--- src/rtl/biriscv_conv_issue_ctrl.sv ---
// Issue-side sequencer for the shared convolution accelerator: takes one conv
// instruction from lane 0 or lane 1, runs the start/done handshake and returns rd writeback.
module biriscv_conv_issue_ctrl #(
    parameter int TIMEOUT_CYCLES = 1024,
    parameter int TIMEOUT_W      = 11
) (
    input  logic        clk_i,
    input  logic        rst_i,

    input  logic        lane0_valid_i,
    input  logic [31:0] lane0_instr_i,
    input  logic [31:0] lane0_ra_i,
    input  logic [31:0] lane0_rb_i,
    output logic        lane0_accept_o,

    input  logic        lane1_valid_i,
    input  logic [31:0] lane1_instr_i,
    input  logic [31:0] lane1_ra_i,
    input  logic [31:0] lane1_rb_i,
    output logic        lane1_accept_o,

    input  logic        squash_i,

    output logic        acc_start_o,
    input  logic        acc_ready_i,
    output logic [31:0] acc_opcode_o,
    output logic [31:0] acc_a_o,
    output logic [31:0] acc_b_o,
    input  logic        acc_done_i,
    input  logic [31:0] acc_result_i,

    output logic        wb_valid_o,
    output logic [4:0]  wb_rd_o,
    output logic [31:0] wb_value_o,
    output logic        wb_error_o,
    input  logic        wb_accept_i,

    output logic        busy_o
);

    typedef enum logic [2:0] {
        ST_IDLE,
        ST_START,
        ST_BUSY,
        ST_WB,
        ST_DRAIN
    } state_t;

    localparam logic [TIMEOUT_W-1:0] CNT_LAST = TIMEOUT_W'(TIMEOUT_CYCLES - 1);

    state_t               state_q;
    logic [TIMEOUT_W-1:0] cnt_q;
    logic [TIMEOUT_W-1:0] cnt_d;
    logic [31:0]          opcode_q;
    logic [31:0]          op_a_q;
    logic [31:0]          op_b_q;
    logic [31:0]          result_q;
    logic                 acc_start_q;
    logic                 wb_valid_q;
    logic                 wb_error_q;
    logic                 busy_q;
    logic                 take0;
    logic                 take1;
    logic                 timed_out;

    assign cnt_d     = cnt_q + TIMEOUT_W'(1);
    assign timed_out = (cnt_q >= CNT_LAST);

    // Lane 0 is the older instruction, so it wins when both lanes offer at once.
    always_comb begin
        take0 = 1'b0;
        take1 = 1'b0;
        if (rst_i && (state_q == ST_IDLE) && !squash_i) begin
            if (lane0_valid_i) begin
                take0 = 1'b1;
            end else if (lane1_valid_i) begin
                take1 = 1'b1;
            end
        end
    end

    always_ff @(posedge clk_i or negedge rst_i) begin
        if (!rst_i) begin
            state_q     <= ST_IDLE;
            cnt_q       <= '0;
            opcode_q    <= '0;
            op_a_q      <= '0;
            op_b_q      <= '0;
            result_q    <= '0;
            acc_start_q <= 1'b0;
            wb_valid_q  <= 1'b0;
            wb_error_q  <= 1'b0;
            busy_q      <= 1'b0;
        end else begin
            unique case (state_q)
                ST_IDLE: begin
                    if (take0 || take1) begin
                        opcode_q    <= take0 ? lane0_instr_i : lane1_instr_i;
                        op_a_q      <= take0 ? lane0_ra_i    : lane1_ra_i;
                        op_b_q      <= take0 ? lane0_rb_i    : lane1_rb_i;
                        acc_start_q <= 1'b1;
                        busy_q      <= 1'b1;
                        state_q     <= ST_START;
                    end
                end

                // Once ready is seen the accelerator owns the op and must be drained on squash.
                ST_START: begin
                    if (acc_ready_i) begin
                        acc_start_q <= 1'b0;
                        cnt_q       <= '0;
                        state_q     <= squash_i ? ST_DRAIN : ST_BUSY;
                    end else if (squash_i) begin
                        acc_start_q <= 1'b0;
                        busy_q      <= 1'b0;
                        state_q     <= ST_IDLE;
                    end
                end

                ST_BUSY: begin
                    cnt_q <= cnt_d;
                    if (acc_done_i && squash_i) begin
                        busy_q  <= 1'b0;
                        state_q <= ST_IDLE;
                    end else if (acc_done_i) begin
                        result_q   <= acc_result_i;
                        wb_error_q <= 1'b0;
                        wb_valid_q <= 1'b1;
                        state_q    <= ST_WB;
                    end else if (squash_i) begin
                        state_q <= ST_DRAIN;
                    end else if (timed_out) begin
                        result_q   <= '0;
                        wb_error_q <= 1'b1;
                        wb_valid_q <= 1'b1;
                        state_q    <= ST_WB;
                    end
                end

                ST_WB: begin
                    if (wb_accept_i || squash_i) begin
                        wb_valid_q <= 1'b0;
                        wb_error_q <= 1'b0;
                        busy_q     <= 1'b0;
                        state_q    <= ST_IDLE;
                    end
                end

                // The counter keeps running from BUSY so a lost done still frees the unit.
                ST_DRAIN: begin
                    cnt_q <= cnt_d;
                    if (acc_done_i || timed_out) begin
                        busy_q  <= 1'b0;
                        state_q <= ST_IDLE;
                    end
                end

                default: begin
                    acc_start_q <= 1'b0;
                    wb_valid_q  <= 1'b0;
                    wb_error_q  <= 1'b0;
                    busy_q      <= 1'b0;
                    state_q     <= ST_IDLE;
                end
            endcase
        end
    end

    assign lane0_accept_o = take0;
    assign lane1_accept_o = take1;
    assign acc_start_o    = acc_start_q;
    assign acc_opcode_o   = opcode_q;
    assign acc_a_o        = op_a_q;
    assign acc_b_o        = op_b_q;
    assign wb_valid_o     = wb_valid_q;
    assign wb_rd_o        = opcode_q[11:7];
    assign wb_value_o     = result_q;
    assign wb_error_o     = wb_error_q;
    assign busy_o         = busy_q;

endmodule
--- config.mk ---
export PLATFORM = sky130hd
export DESIGN_NAME = biriscv_conv_issue_ctrl
export DESIGN_NICKNAME = d
export VERILOG_FILES = /design/src/rtl/biriscv_conv_issue_ctrl.sv
export SDC_FILE = /design/constraint.sdc
export NUM_CORES = 1
export LEC_CHECK = 0
export ABC_AREA = 1
export CAP_MARGIN = 10
export CORE_AREA = 4 4 164 126
export CTS_CLUSTER_SIZE = 30
export DETAILED_ROUTE_END_ITERATION = 8
export DIE_AREA = 0 0 168 130
export GPL_TIMING_DRIVEN = 0
export HOLD_SLACK_MARGIN = 0.06
export PLACE_DENSITY = 0.78
export SETUP_SLACK_MARGIN = 0.4
export SYNTH_ARGS = -nofsm -noshare
export SYNTH_HDL_FRONTEND = slang
export SYNTH_SLANG_ARGS = --single-unit
--- constraint.sdc ---
create_clock -name clk_i -period 1.5 [get_ports clk_i]
set_input_delay 0.3 -clock clk_i [delete_from_list [all_inputs] [get_ports clk_i]]
set_output_delay 0.3 -clock clk_i [all_outputs]
set_load 0.05 [all_outputs]
After elaboration in Yosys (flattened, before gate mapping)
Cells that the tools add are included.

storage, ports and cells
  register bits after elaboration = 146
  output and inout bits = 139
  word-level logic and storage cells = 93
  bits of input ports = 232

cells by class
  multiplexer cells = 41
  bitwise logic cells = 3
  $add $sub $neg = 1
  reductions and logical operators = 20
  equal/unequal tests = 17
  order comparisons = 1

operator list
  kind                     count
  $mux W32                 6
  $mux W3                  10
  $pmux W11 S2             1
  $mux W1                  18
  $pmux W3 S5              1
  $ne A2 B2 Y1 const B     7
  $add A11 B1 Y11 const B  1
  $ge A11 B10 Y1 const B   1
  $mux W11                 1
  $reduce_and A5 Y1        2
  $ne A3 B3 Y1 const B     3
  $pmux W1 S3              3
  $eq A3 B2 Y1 const B     2
  $reduce_and A6 Y1        1
  $reduce_or A3 Y1         2
  $ne A5 B5 Y1 const B     1
  $pmux W1 S5              1
  $ne A2 B1 Y1 const B     2
  $reduce_and A2 Y1        2
  $reduce_and A4 Y1        1
  $reduce_bool A2 Y1       2
  $eq A3 B1 Y1 const B     1
  $eq A3 B3 Y1 const B     1
  $logic_and A1 B1 Y1      3
  other kinds (6)          10

Logic depth before layout (Yosys ltp)
Gate-level depths: netlist of run 1.

  depth after elaboration = 7
  mapped depth = 12
  mapped depth without buffers = 11

Worst setup path after synthesis of run 1
No wires, ideal clock.

  path kind = register to register
  start point = register cnt_q[0]
  end point = register result_q[10] (netlist: wb_value_o[10])
  path buffers = 1
  clock period less this slack = 1.614 ns
  setup slack = -0.114 ns
  cell stages (with the launch flop) = 11
  data required time = 1.369 ns
  library setup time = 0.131 ns
  arrival time = 1.482 ns
  cells stage by stage = dfrtp_1 ha_1 nand3_1 inv_2 nand2_1 nor2_2 nor2_1 inv_2 nand2_1 clkbuf_1 o21ai_0

between the ends
  cells in the longest elaborated chain, start to end = 3

RTL lines
  item                          line  text
  from (decl)                   52    logic [TIMEOUT_W-1:0] cnt_q;
  from (signal assigned)        121   cnt_q <= cnt_d;
  from (signal assigned)        151   cnt_q <= cnt_d;
  $ge A11 B10 Y1                67    assign timed_out = (cnt_q >= CNT_LAST);
  $reduce_bool A2 Y1 (no line)  -
  $reduce_and A4 Y1 (no line)   -
  to (signal assigned)          126   result_q <= acc_result_i;
  to (decl)                     57    logic [31:0] result_q;

No other way between the ends.
A chain may end at the register's enable or synchronous reset.

Final worst setup path of run 1
  start point = register state_q[2]
  end point = output lane1_accept_o

between the ends
  cells in the longest elaborated chain, start to end = 4

RTL lines
  item                               line  text
  from (decl)                        51    state_t state_q;
  from (signal assigned)             112   state_q <= squash_i ? ST_DRAIN : ST_BUSY;
  $logic_not A3 Y1                   73    if (rst_i && (state_q == ST_IDLE) && !squash_i) begin
  $logic_and A1 B1 Y1 (2 in series)  73
  $mux W1                            73
  to (decl)                          20    output logic lane1_accept_o,

No other way between the ends.

==> qor.yml, run 1 <==
outcome:
  status: "finished with violations"
  violations: "negative hold slack, negative setup slack"
sta:
  worstMarginPinSlew_ns: 0.5899
  slew-limit-headroom_pct: 60.67
  finalWorstSetupSlack_ns: -0.3376
  period_minus_slack_ns: 1.838
  report.final.slew_viol_count: 0
  fmax_mhz: 544.2
  rsz0062_at_grt: "yes"
  fin_crit_sh_pct: 122.5
  setup_violations: 145
  clock_skew_ns: 0.01359
  hold_violations: 66
  fin_tns_setup_ns: -33.08
  holdWs_ns: -0.2733
synth:
  synth.distinct_cells: 29
  ys_seq_area_share_pct: 53.76
  synth_area_sq_um: 6797
  synthTopCellsByArea: "dfrtp_1 (54%), nand2_1 (16%), a31oi_1 (8.8%), nor2_1 (6.5%), o21ai_1 (1.8%)"
  ys_ff_latch: 146
  synth_fp_nets: 1056
  syn_area_per_cell_sq_um: 8.258
  yosys_warnings: 0
  synthCells: 823
  synth.top_cell.area_share_pct: 53.76
  synth_area_leader_cell: "dfrtp_1"
die:
  pin_count: 371
  floorplan.rows: 44
  die_x_um: 168
  core_area_sq_um: 19100
  start_util_pct: 35.58
  dieArea_sq_um: 21840
  die_height_um: 130
route:
  wire_per_inst_um: 19.77
  route.detailed.drc: 0
  viasPerCell: 5.109
  wl_met2_um: 15330
  drt-total-wl_um: 30760
  ant_nets: 0
  highest_layer: "met4"
  first_pass_iters: 5
  met3_length_um: 2430
  met1Wirelength_um: 12430
  initialDrtViolationCount: 821
  vias: 7950
min_path:
  hp-class: "in -> async"
critical_path:
  end_kind: "output pin"
  reg2reg_from: "cnt_q[0]$_DFFE_PN0P_"
  regToRegSetupSlack_ns: -0.33
  startpoint: "state_q[2]$_DFFE_PN0P_"
  cp.arrival_ns: 1.54
  worstPathMaxFanout: 3
  worst_path_largest_cell_delay_ns: 0.44
  crit_type: "reg -> out"
  crit_chain: "inv_2 > nand2_2 > nor2_4 > nand3_2 > clkinvlp_4 > buf_8"
  crit_slowest_cell: "dfrtp_2"
  start_kind: "flip-flop"
  required_ns: 1.20
clock_tree:
  cts.reportedPaths.clkPinSlew_ns: 0.07
  root_buffer: "clkbuf_16"
  cts_tree: "done"
  cts_num_sinks: 146
  clock_latency_ns: 0.43
  cts_buffers: 17
  h-tree-depth: 4
  clockBufferDepth: 2
grt:
  grt_pass1_wl_um: 41060
  grt_pass1_vias: 7076
  gr-total-overflow: 0
  grt_use_total_pct: 24.23
  grt_max_degree: 41
  antenna_found_initial: 0
power:
  p_leak_nw: 5.921
  powerDensity_nw_per_um2: 2310
  clock_power_share_pct: 16.0
  p_seq_share_pct: 24.4
  vdd_drop_max_v: 0.001397
  p_sw_mw: 14.24
  switching_share_pct: 47.22
  pwr-share-comb_pct: 59.6
  internal-power_mw: 15.92
placement:
  place_ws_ns: -1.861
  port_buffers: 368
  dp_cells: 1445
  globalplace.congestion: 0.9038
  hpwl_um: 20390
cells_and_area:
  insertedDiodeCount: 0
  stdcell_count: 1556
  drive_above_1_share_pct: 30.85
  final_util_pct: 68.36
  layout.nets: 1523
  fillers: 1483
  area_growth_pct: 92.14
run:
  maxCapViolations: 0
cell usage after synthesis, drive strengths merged:
| cell type | count |
|---|---|
| nor2 | 124 |
| xor2 | 3 |
| nand4 | 4 |
| inv | 25 |
| dfrtp | 146 |
| ha | 1 |
| a41oi | 1 |
| o22ai | 2 |
| a31oi | 96 |
| o21a | 2 |
| nand3 | 14 |
| nand2 | 295 |
| a21oi | 5 |
| o211ai | 1 |
| o311ai | 1 |
| nor3 | 3 |
| xnor2 | 1 |
| buf | 46 |
| clkbuf | 13 |
| o21ai | 40 |
final cells by class:
cell class              count  area (sq um)  area share, %
flip-flops and latches    146          3662          28.04
well taps                 253         316.6          2.424
clock inverters            12         202.7          1.552
clock buffers              20         446.7          3.421
multi-input cells         593          3030          23.21
repair buffers            448          4715          36.10
inverters                  25         107.6         0.8240
plain buffers              59         578.1          4.427
worst max-delay path: cells and delay by family, from the launching register on:
kind	cells	cell delay (ns)
flip-flops	1	0.44
AND/OR/NAND/NOR	3	0.33
buffers and inverters	3	0.33
cells in the final DEF (no fill, tap or decap), types with 4 or more instances in the layout:
cell             netlist  routed
o21ai_1               25      17
dfrtp_1              146     139
nand2_4                0      15
nor2_1               118     111
dfrtp_2                0       7
buf_4                 16      69
a31oi_1               96      96
inv_1                 18      16
clkbuf_1              13       6
nand3_1               14       8
bufinv_16              0       5
o21ai_2                0      21
buf_6                  9     162
clkdlybuf4s50_1        0     228
clkbuf_2               0       5
clkbuf_16              0      22
inv_2                  7       6
a21oi_1                5       4
nand2_1              293     258
buf_8                  0      11
buf_2                 21       7
buf_12                 0       5
nand2_2                2      21
nor2_2                 2       5
clkbuf_4               0       4
nand3_2                0       4
nor2_4                 4       8
registers in the layout, summed over array words and instances (netlist names):
signal        cells
cnt_q            11
state_q           3
acc_opcode_o     32
busy_o            1
acc_b_o          32
acc_a_o          32
wb_valid_o        1
acc_start_o       1
wb_error_o        1
wb_value_o       32
cells by family (layout without fill, tap and decap cells):
family	count (synthesis)	after routing	share of synthesized area, %
and+or+nand+nor	440	440	25.64
AOI/OAI and AO/OA	148	148	13.00
DFF	146	146	53.76
buffers and inverters	84	564	6.904
xor gates and xnor gates	4	4	0.5156
adders and majority gates	1	1	0.1841
final timing paths:
kind | endpoint | cells after the start
min in group clk_i | state_q[2]$_DFFE_PN0P_ | 3
max reg2reg | wb_value_o[6]$_DFFE_PN0P_ | 12
min reg2reg | acc_start_o$_DFFE_PN0P_ | 2
max | lane1_accept_o | 6
max in group asynchronous | cnt_q[2]$_DFFE_PN0P_ | 3
min | acc_a_o[26]$_DFFE_PN0P_ | 1
timing repair:
item / CTS / global route
resized for setup: 283 / 821
buffers inserted: 12 / 57
setup endpoints to repair: 285 / 285
pin swaps: 5 / 14
hold endpoints to repair: 86 / 86
cloned: 3 / 5
through the flow:
stage	hold slack [ns]	area, sq um	total power [mW]
2_1_floorplan	0.004409	6962	16.44
3_3_place_gp	0.4573	10960	22.01
5_1_grt	-0.2834	13060	31.30
3_5_place_dp	0.3400	10990	22.20
6_report	-0.2733	13060	30.16
4_1_cts	-0.2886	11760	26.18
layer usage:
| metal | up-vias | GRT usage [%] |
|---|---|---|
| met2 | 401 | 39.35 |
| met3 | 51 | 5.875 |
| met4 | 0 | 5.534 |
| met1 | 3852 | 33.24 |
| li1 | 3646 | - |
| met5 | - | 0 |
power groups by stage:
stage / Combinational, mW / Sequential [mW] / Clock (mW)
final: 18.0 / 7.37 / 4.81
after global routing: 18.8 / 7.54 / 5.01
after global placement: 15.1 / 6.86 / 0
after floorplan: 3.47 / 13.0 / 0
after CTS: 14.6 / 6.82 / 4.79
after detailed placement: 15.3 / 6.93 / 0
Power figures use the tool's default switching activity.
==> inputs of run 2 (changes only) <==
Settings changed: CORE_AREA 4 4 164 126 to 3 3 163 125, DIE_AREA 0 0 168 130 to 0 0 166 128, RECOVER_POWER set to 25.
Clock period 1.5 ns to 1.6 ns, I/O delays scaled along.
==> run 2 against run 1 <==
The flow still finishes with violations (negative hold slack, negative setup slack). Clock power is 18% lower. Final cell count is 2.3% lower. Non-clock buffer count is 30 lower. Worst hold slack better by 0.024 ns.
==> qor.yml, run 2 (synthesis results as in run 1) <==
sta:
  fin_tns_setup_ns: -17.25  # +15.83 ns
  fmax_mhz: 553.3
  hold_violations: 32  # -52%
  setup_violations: 228  # +57%
  clock_skew_ns: 0.01114  # -0.002453 ns
  worstMarginPinSlew_ns: 1.486  # +0.8964 ns
  period_minus_slack_ns: 1.807
  holdWs_ns: -0.2497  # +0.02368 ns
  finalWorstSetupSlack_ns: -0.2074  # +0.1302 ns
  slew-limit-headroom_pct: 0.9087  # -60 points
  rsz0062_at_grt: "yes"
  fin_crit_sh_pct: 113.0
  report.final.slew_viol_count: 0  # unchanged
cells_and_area:
  stdcell_count: 1520  # -2.3%
  area_growth_pct: 86.14
  drive_above_1_share_pct: 20.11  # -11 points
  final_common_cell: "nand2_1"
  most-common-layout-cells: "nand2_1 (269), clkdlybuf4s50_1 (228), dfrtp_1 (139)"
  insertedDiodeCount: 0  # unchanged
  layout.nets: 1493  # -2.0%
grt:
  grt_max_degree: 42  # +2.4%
  busiest_layer: "met2"
  grt_pass1_vias: 7496  # +5.9%
  antenna_found_initial: 0  # unchanged
  grt_pass1_wl_um: 42690  # +4.0%
  gr-usage-met3_pct: 5.549  # -0.33 points
  met2_usage_pct: 42.57  # +3.2 points
  grt_use_total_pct: 25.66  # +1.4 points
  gr-total-overflow: 0  # unchanged
  use_met1_pct: 34.40  # +1.2 points
critical_path:
  end_kind: "output pin"
  start_kind: "flip-flop"
  cp_common_cell: "buf_12"
  crit_type: "reg -> out"
  crit_slowest_cell: "dfrtp_2"
  worstReg2RegEnd: "wb_value_o[3]$_DFFE_PN0P_"
  worstPathMaxFanout: 4  # +1
  required_ns: 1.28  # +0.08 ns
  crit_chain: "nor2_4 > nand4_4 > clkinv_4 > buf_12 > buf_12"
  cp.arrival_ns: 1.49  # -0.05 ns
  critPathTopFamily: "flip-flops"
  reg2reg_depth: 12  # unchanged
  path_buf_inv: 3  # unchanged
  regToRegSetupSlack_ns: -0.19  # +0.14 ns
  worst_path_largest_cell_delay_ns: 0.45  # about the same
  reg2reg_from: "cnt_q[0]$_DFFE_PN0P_"
clock_tree:
  cts_num_sinks: 146  # unchanged
  cts.reportedPaths.clkPinSlew_ns: 0.06  # about the same
  cts_tree: "done"
  clock_latency_ns: 0.42  # about the same
  root_buffer: "clkbuf_16"
  cts_buffers: 17  # unchanged
  clockBufferDepth: 2  # unchanged
  h-tree-depth: 4  # unchanged
  hold_buffers: 1
power:
  p_leak_nw: 5.732  # -3.2%
  p_seq_share_pct: 26.2  # +1.8 points
  clock_power_share_pct: 15.8  # -0.2 points
  powerDensity_nw_per_um2: 1966  # -15%
  p_sw_mw: 12.54  # -12%
  switching_share_pct: 50.43  # +3.2 points
  vdd_drop_max_v: 0.001132  # -19%
  pwr-share-comb_pct: 58.0  # -1.6 points
  internal-power_mw: 12.33  # -23%
min_path:
  hp-class: "in -> async"
die:
  core_area_sq_um: 18670  # -2.3%
  start_util_pct: 36.41  # +0.83 points
  floorplan.rows: 43  # -2.3%
  die_x_um: 166  # -1.2%
  die_height_um: 128  # -1.5%
  dieArea_sq_um: 21250  # -2.7%
  pin_count: 371  # unchanged
placement:
  hpwl_um: 19970  # -2.1%
  port_buffers: 368  # unchanged
  place_ws_ns: -1.814  # +0.04649 ns
  dp_cells: 1439  # -0.42%
  globalplace.congestion: 0.8786  # -2.8%
route:
  viasPerCell: 5.062  # -0.93%
  route.detailed.drc: 0  # unchanged
  initialDrtViolationCount: 583  # -29%
  ant_nets: 0  # unchanged
  vias: 7694  # -3.2%
  drt-total-wl_um: 28910  # -6.0%
  first_pass_iters: 5  # unchanged
  wire_per_inst_um: 19.02  # -3.8%
outcome:
  violations: "negative hold slack, negative setup slack"
  status: "finished with violations"
run:
  maxCapViolations: 0  # unchanged
[run 2: cell count changes in the layout (fill, tap and decap cells not counted), moves of 5 or more]
| cell | delta |
|---|---|
| buf_12 | +10 |
| o21ai_1 | -5 |
| bufbuf_16 | +5 |
| nand2_2 | -5 |
| dlygate4sd2_1 | +99 |
| buf_8 | +12 |
| buf_2 | +16 |
| nand2_4 | -5 |
| buf_4 | -39 |
| buf_6 | -141 |
| nand2_1 | +11 |
[run 2: repair_timing]
action                                  in CTS  in global routing
gates resized for setup                    308                151
pin swaps                                   14                  9
endpoints found under the setup margin     285                289
hold endpoints to repair                    75                 65
setup buffers                               15                 13
cloned                                      11                  9
[run 2: power by group through the flow]
stage	sequential [mW]	combinational (mW)	clock [mW]
after global placement	6.46	14.1	0
after CTS	6.40	13.8	3.99
after global routing	6.72	15.2	4.15
after detailed placement	6.51	14.3	0
after floorplan	12.2	3.25	0
final	6.52	14.4	3.93
[run 2: layout make-up]
class | instances | area (sq um)
fillers | 1510 | 6018
flip-flops and latches | 146 | 3662
plain buffers | 59 | 688.2
repair buffers | 418 | 4374
clock inverters | 13 | 122.6
clock buffers | 19 | 452.9
well taps | 247 | 309.0
inverters | 25 | 107.6
multi-input cells | 593 | 2934
[run 2: worst max-delay path by stage]
stage | slack (ns) | end | startpoint | cells past startpoint
after detailed placement | -1.81 | lane0_accept_o | rst_i | 8
final | -0.21 | lane0_accept_o | state_q[0]$_DFFE_PN0P_ | 5
after global placement | -6.87 | lane0_accept_o | rst_i | 7
after CTS | -0.25 | lane0_accept_o | state_q[0]$_DFFE_PN0P_ | 5
after global routing | -0.27 | acc_opcode_o[2]$_DFFE_PN0P_ | state_q[0]$_DFFE_PN0P_ | 9
after floorplan | 0.09 | wb_value_o[0]$_DFFE_PN0P_ | cnt_q[0]$_DFFE_PN0P_ | 12
[run 2: stage by stage]
stage | hold slack, ns | area (sq um) | power [mW] | utilization, %
CTS | -0.2510 | 12060 | 24.21 | 64.57
detailed placement | 0.3671 | 10980 | 20.78 | 58.83
global placement | 0.4607 | 10950 | 20.58 | 58.68
floorplan | 0.02441 | 6962 | 15.41 | -
global route | -0.2505 | 12650 | 26.04 | 67.76
finish | -0.2497 | 12650 | 24.87 | 67.76
[run 2: layer usage]
layer | vias up | wire, um
met5 | - | 0
met3 | 44 | 1962
met4 | 0 | 559
met2 | 346 | 14130
met1 | 3714 | 12260
li1 | 3590 | -
